--- config.mk ---
export PLATFORM = sky130hd
export DESIGN_NAME = parity_gen_check
export DESIGN_NICKNAME = d
export VERILOG_FILES = /design/src/rtl/parity_gen_check.sv
export SDC_FILE = /design/constraint.sdc
export NUM_CORES = 1
export LEC_CHECK = 0
export BUFFER_PORTS_ARGS = -buffer_cell sky130_fd_sc_hd__buf_2
export CAP_MARGIN = 20
export CORE_MARGIN = 4
export CORE_UTILIZATION = 35
export DETAILED_ROUTE_END_ITERATION = 16
export GPL_ROUTABILITY_DRIVEN = 0
export PLACE_DENSITY_LB_ADDON = 0.3
export SLEW_MARGIN = 40
export SYNTH_ARGS = -nofsm -noshare
export SYNTH_HDL_FRONTEND = slang
export SYNTH_SLANG_ARGS = --single-unit
export TNS_END_PERCENT = 10
--- constraint.sdc ---
create_clock -name clk -period 2.8 [get_ports clk]
set_input_delay 0 -clock clk [delete_from_list [all_inputs] [get_ports clk]]
set_output_delay 0 -clock clk [all_outputs]
set_load 0.02 [all_outputs]
--- src/rtl/parity_gen_check.sv ---
// Even/odd parity generator (registered valid/ready stage) and parity checker
// with a saturating error counter and sticky error flag.
module parity_gen_check #(
  parameter int WIDTH     = 4,
  parameter int ERR_CNT_W = 8
) (
  input  logic                 clk,
  input  logic                 rst,
  input  logic                 odd_sel,
  input  logic                 gen_in_valid,
  output logic                 gen_in_ready,
  input  logic [WIDTH-1:0]     gen_in_data,
  output logic                 gen_out_valid,
  input  logic                 gen_out_ready,
  output logic [WIDTH:0]       gen_out_word,
  input  logic                 chk_in_valid,
  input  logic [WIDTH:0]       chk_in_word,
  output logic                 chk_out_valid,
  output logic [WIDTH-1:0]     chk_out_data,
  output logic                 chk_out_err,
  output logic [ERR_CNT_W-1:0] err_count,
  output logic                 err_sticky,
  input  logic                 clr_err
);

  localparam logic [ERR_CNT_W-1:0] CNT_ZERO = {ERR_CNT_W{1'b0}};
  localparam logic [ERR_CNT_W-1:0] CNT_MAX  = {ERR_CNT_W{1'b1}};
  localparam logic [ERR_CNT_W-1:0] CNT_ONE  = ERR_CNT_W'(1);

  function automatic logic gen_parity(input logic [WIDTH-1:0] data, input logic odd);
    return (^data) ^ odd;
  endfunction

  function automatic logic word_has_error(input logic [WIDTH:0] word, input logic odd);
    return (^word) ^ odd;
  endfunction

  logic                 accept_s;
  logic                 word_err_s;
  logic [ERR_CNT_W-1:0] cnt_base_s;
  logic [ERR_CNT_W-1:0] cnt_next_s;
  logic                 sticky_next_s;

  // The output slot can take a new word when empty or when it drains this cycle.
  assign gen_in_ready = !gen_out_valid || gen_out_ready;
  assign accept_s     = gen_in_valid && gen_in_ready;

  // Generator output register: load on accept, empty on a transfer, else hold.
  always_ff @(posedge clk or posedge rst) begin
    if (rst) begin
      gen_out_valid <= 1'b0;
      gen_out_word  <= {(WIDTH+1){1'b0}};
    end else if (accept_s) begin
      gen_out_valid <= 1'b1;
      gen_out_word  <= {gen_parity(gen_in_data, odd_sel), gen_in_data};
    end else if (gen_out_ready) begin
      gen_out_valid <= 1'b0;
    end else begin
      gen_out_valid <= gen_out_valid;
    end
  end

  // Clear is applied before the incoming error so clear+error yields a count of one.
  always_comb begin
    word_err_s    = chk_in_valid && word_has_error(chk_in_word, odd_sel);
    cnt_base_s    = clr_err ? CNT_ZERO : err_count;
    cnt_next_s    = cnt_base_s;
    sticky_next_s = (err_sticky && !clr_err) || word_err_s;
    if (word_err_s && (cnt_base_s != CNT_MAX)) begin
      cnt_next_s = cnt_base_s + CNT_ONE;
    end else begin
      cnt_next_s = cnt_base_s;
    end
  end

  // Checker result registers; data field holds its last value between words.
  always_ff @(posedge clk or posedge rst) begin
    if (rst) begin
      chk_out_valid <= 1'b0;
      chk_out_data  <= {WIDTH{1'b0}};
      chk_out_err   <= 1'b0;
      err_count     <= CNT_ZERO;
      err_sticky    <= 1'b0;
    end else begin
      chk_out_valid <= chk_in_valid;
      chk_out_err   <= word_err_s;
      err_count     <= cnt_next_s;
      err_sticky    <= sticky_next_s;
      if (chk_in_valid) begin
        chk_out_data <= chk_in_word[WIDTH-1:0];
      end else begin
        chk_out_data <= chk_out_data;
      end
    end
  end

endmodule
# Yosys cells after proc, flatten, opt, wreduce, memory -nomap -nowiden
# Cells that the tools add are included.
# W data, S select, Z words.
[totals]
ram_bits = 0
word_cells = 26
latch_bits = 0
mem_count = 0
ff_bits = 21
mem_bits_ro = 0
[classes]
muxes = 4
shift = 0
order_cmp = 0
n_reduce_logical = 11
multipliers = 0
div = 0
bitwise_logic = 2
addsub = 1
n_eq_ne = 1
[op_table]
columns = ["cell", "count"]
rows = [
  ["$mux W8", 2],
  ["$add A8 B1 Y8 const B", 1],
  ["$ne A8 B8 Y1 const B", 1],
  ["$reduce_xor A5 Y1", 1],
  ["$logic_and A1 B1 Y1", 4],
  ["$reduce_xor A4 Y1", 1],
  ["$logic_not A1 Y1", 2],
  ["$logic_or A1 B1 Y1", 2],
  ["$mux W1", 2],
  ["$reduce_bool A2 Y1", 1],
  ["$xor A1 B1 Y1", 2],
]

# Logic depth before layout (Yosys ltp)
[depth]
ltp_word = 5
depth_mapped = 7

# Least setup slack after synthesis
# OpenSTA, ideal clock, no wires.
[synth_path]
path_type = "flip-flop to flip-flop"
start = "register err_count[0]"
end = "register err_count[1]"
arrival_ns = 1.684
path_slack_ns = 0.991
path_stages_with_launch = 7
required_ns = 2.675
period_less_slack_ns = 1.809
cell_sequence = "dfrtp_1 > nor2b_1 > ha_1 > and3_1 > nand4_1 > nand3_1 > mux2_2"
[synth_via]
elab_chain_cells = 4
word_cells_on_any_way = 5
classes_between = "add/sub (1); eq/ne (1); mux (2); reduce/logical (1)"
[synth_lines]
columns = ["item", "line_no", "rtl"]
rows = [
  ["from (decl)", "21", "output logic [ERR_CNT_W-1:0] err_count,"],
  ["from (signal assigned)", "87", "err_count <= cnt_next_s;"],
  ["$mux W8 (*)", "66", "cnt_base_s = clr_err ? CNT_ZERO : err_count;"],
  ["branches (longest 2 deep; another with $add A8 B1 Y8)", "-", ""],
  ["$mux W8 (*)", "69", "if (word_err_s && (cnt_base_s != CNT_MAX)) begin"],
  ["via cnt_next_s[1]", "41", "logic [ERR_CNT_W-1:0] cnt_next_s;"],
]
# Mark *: on every way through the listed nets, which the timed path passes.
# A chain may end at the register's enable or synchronous reset.

# Final worst setup path
[layout_path]
start = "input port chk_in_word[0]"
end = "register err_count[7]"
[layout_via]
elab_chain_cells = 5
[layout_lines]
columns = ["item", "line_no", "rtl"]
rows = [
  ["from (decl)", "17", "input logic [WIDTH:0] chk_in_word,"],
  ["$reduce_xor A5 Y1", "35", "return (^word) ^ odd;"],
  ["$xor A1 B1 Y1", "35", ""],
  ["$logic_and A1 B1 Y1", "65", "word_err_s = chk_in_valid && word_has_error(chk_in_word, odd_sel);"],
  ["$logic_and A1 B1 Y1", "69", ""],
  ["$mux W8", "69", ""],
  ["via cnt_next_s[7]", "41", ""],
]
# The timed path passes the listed nets, and every way through them passes these cells.

==> results.json <==
{
  "run_status": "finished, final reports clean",
  "syn-num-nets": 105,
  "maxClockFrequency_mhz": 531,
  "slew_viol_final": 0,
  "grt_pass1_vias": 925,
  "rrSetupSlack_ps": 950,
  "ys_warn_count": 0,
  "die_area_mm2": 0.00396,
  "start_kind": "primary input",
  "cp_data_required_time_ps": 2990,
  "h-tree-depth": 1,
  "post-route-min-period_ps": 1880,
  "relSlewSlack_pct": 69.9,
  "worst_pin_slew_ps": 451,
  "synth_flop_cell": "dfrtp_1",
  "ctsRootBufferMaster": "clkbuf_4",
  "worstHoldPathCells": 3,
  "synth-seq-area-share_pct": 49.8,
  "p_leak_nw": 0.694,
  "post-cts-setup-buffers": 0,
  "startpoint": "chk_in_word[0]",
  "viasPerCell": 5.01,
  "drtAntennaViolNets": 0,
  "vias": 847,
  "drt-initial-drc-count": 18,
  "io_pins": 38,
  "crit_path_end_kind": "flop",
  "die_width_um": 62.9,
  "clk_pin_slew_ps": 120,
  "drive_gt1_share_pct": 41.3,
  "clock_skew_ps": 6.83,
  "p_per_area_mw_per_mm2": 509,
  "layout_common_cells": "buf_2 (37), dfrtp_1 (21), mux2_2 (12)",
  "areaGrowthSynthToFinish_pct": 33.6,
  "register_area_um2": 526,
  "place_ws_ps": 966,
  "crit_path_max_fanout": 7,
  "synth_cells": 88,
  "setup_viol": 0,
  "r2r_end": "err_count[1]",
  "netlist_area_mm2": 0.00105,
  "rsz0062_at_grt": "no",
  "synth_edf_count": 0,
  "multi_input_area_um2": 507,
  "floorplan.initialDensity_pct": 37.3,
  "io_buffers": 37,
  "post-route-period-util_pct": 67.2,
  "wl_per_cell_um": 13.2,
  "holdCritPathClass": "in -> reg",
  "cts_buffers": 3,
  "grt_use_total_pct": 12.3,
  "synth_seq_cells": 21,
  "worstSetupPathType": "in -> reg",
  "wirelength_mm": 2.23,
  "tns_ps": 0,
  "grt_antenna_before_repair": 0,
  "final_common_cell": "buf_2",
  "worst_slack_ps": 918,
  "first_pass_iters": 4,
  "ir_worst_vdd_v": 0.000279,
  "hold_viol_final": 0,
  "overflow": 0,
  "cts.sinks": 21,
  "coreArea_mm2": 0.00283,
  "synth_area_per_cell_um2": 12.0,
  "final_nets": 156,
  "max_stage_delay_ps": 560,
  "worst-path-buf-inv": 2,
  "grt_max_degree": 22,
  "crit_family": "XOR/XNOR gates",
  "hold_path_startpoint": "gen_out_ready",
  "reg2reg_depth": 6,
  "cpMaxStageDelayCell": "xor3_2",
  "path_cells": "dlygate4sd3_1, buf_2, xnor2_1, xor3_2, nor4_2, mux2_2",
  "num-fill-cells": 271,
  "clk_latency_ps": 300,
  "worst_ep_arrival_time_ps": 2070,
  "n_antenna_cell": 0,
  "clockBufferDepth": 2,
  "dp_hpwl_mm": 1.68,
  "drc": 0,
  "fp.dieH_um": 62.9,
  "async_reset_ff_share_pct": 100,
  "r2r-start": "err_count[0]",
  "synth_cell_types": 27,
  "cts_tree": "done",
  "rows": 19,
  "grt_pass1_wl_mm": 3.96,
  "hold_end": "gen_out_valid",
  "maxCapViolCount": 0
}
## metrics by stage
step	cells	hold slack, ps	cell area [um2]	power, mW	util (%)
floorplan	88	-23.5	1050	0.499	-
global placement	154	186	1270	0.562	44.9
detailed placement	154	207	1270	0.569	44.9
CTS	169	12.2	1410	0.733	49.8
global route	169	15.4	1410	0.773	49.8
finish	169	23.3	1410	0.717	49.8
## what timing repair did
| action | 4_1_cts | 5_1_grt |
|---|---|---|
| gates resized for setup | 0 | 0 |
| hold buffers | 11 | 0 |
| endpoints found under the hold margin | 32 | 0 |
## report_power, final
part           internal (mW)  switching [mW]  total, mW  leakage, nW
combinational         0.0975           0.119      0.217        0.412
clock                 0.0532          0.0915      0.145       0.0177
sequential             0.337          0.0183      0.355        0.263
total                  0.488           0.229      0.717        0.694
## area by class of cell
type / count / share of cell area [%]
flip-flops and latches: 21 / 37.3
multi-input cells: 61 / 36.0
repair buffers: 48 / 21.0
well taps: 31 / 2.75
clock buffers: 3 / 1.60
inverters: 4 / 1.07
clock inverters: 1 / 0.355
## synthesized netlist by cell type (2+ instances only)
library cell,number,share of area (%)
nor2b_1,7,4.2
and3_1,3,1.8
clkbuf_1,2,0.71
xnor2_1,8,6.6
nand4_1,5,3.0
dfrtp_1,21,50
nand2_1,4,1.4
inv_1,4,1.4
nor4_1,2,1.2
nor2_1,3,1.1
nand2b_1,2,1.2
mux2_2,12,13
## worst max-delay path by stage
| stage | end | slack (ps) | cells after the start |
|---|---|---|---|
| after global placement | err_count[1] | 1080 | 6 |
| after CTS | err_count[7] | 930 | 6 |
| after global routing | err_count[1] | 740 | 6 |
| after detailed placement | err_count[1] | 970 | 6 |
| after floorplan | err_count[1] | 990 | 6 |
| final | err_count[7] | 920 | 6 |
## cell families (layout without fill, tap and decap cells)
kind of cell | Yosys count | in the layout | share of synthesized area (%)
and+or+nand+nor | 31 | 31 | 17.6
DFF | 21 | 21 | 49.8
muxes | 13 | 13 | 13.8
xor gates and xnor gates | 11 | 11 | 12.3
buffers and inverters | 6 | 56 | 2.14
AOI/OAI and AO/OA | 5 | 5 | 3.20
adders and majority gates | 1 | 1 | 1.19
## flip-flops by register name, indices dropped and copies added, names as in the netlist
signal / cells
gen_out_valid: 1
err_sticky: 1
gen_out_word: 5
err_count: 8
chk_out_valid: 1
chk_out_data: 4
chk_out_err: 1
## worst register-to-register path: cells and delay by family, from the launching register on
| kind | cells | cell delay [ps] |
|---|---|---|
| adders and majority gates | 1 | 260 |
| and+or+nand+nor | 4 | 750 |
| muxes | 1 | 340 |
| DFF | 1 | 400 |
## routing by layer
layer / GRT usage [%] / routed length (um) / up-vias
li1: - / - / 413
met1: 14.5 / 990 / 405
met2: 20.9 / 1070 / 27
met3: 3.42 / 152 / 2
met4: 4.68 / 12 / 0
met5: 0 / 0 / -
Power figures use the tool's default switching activity.
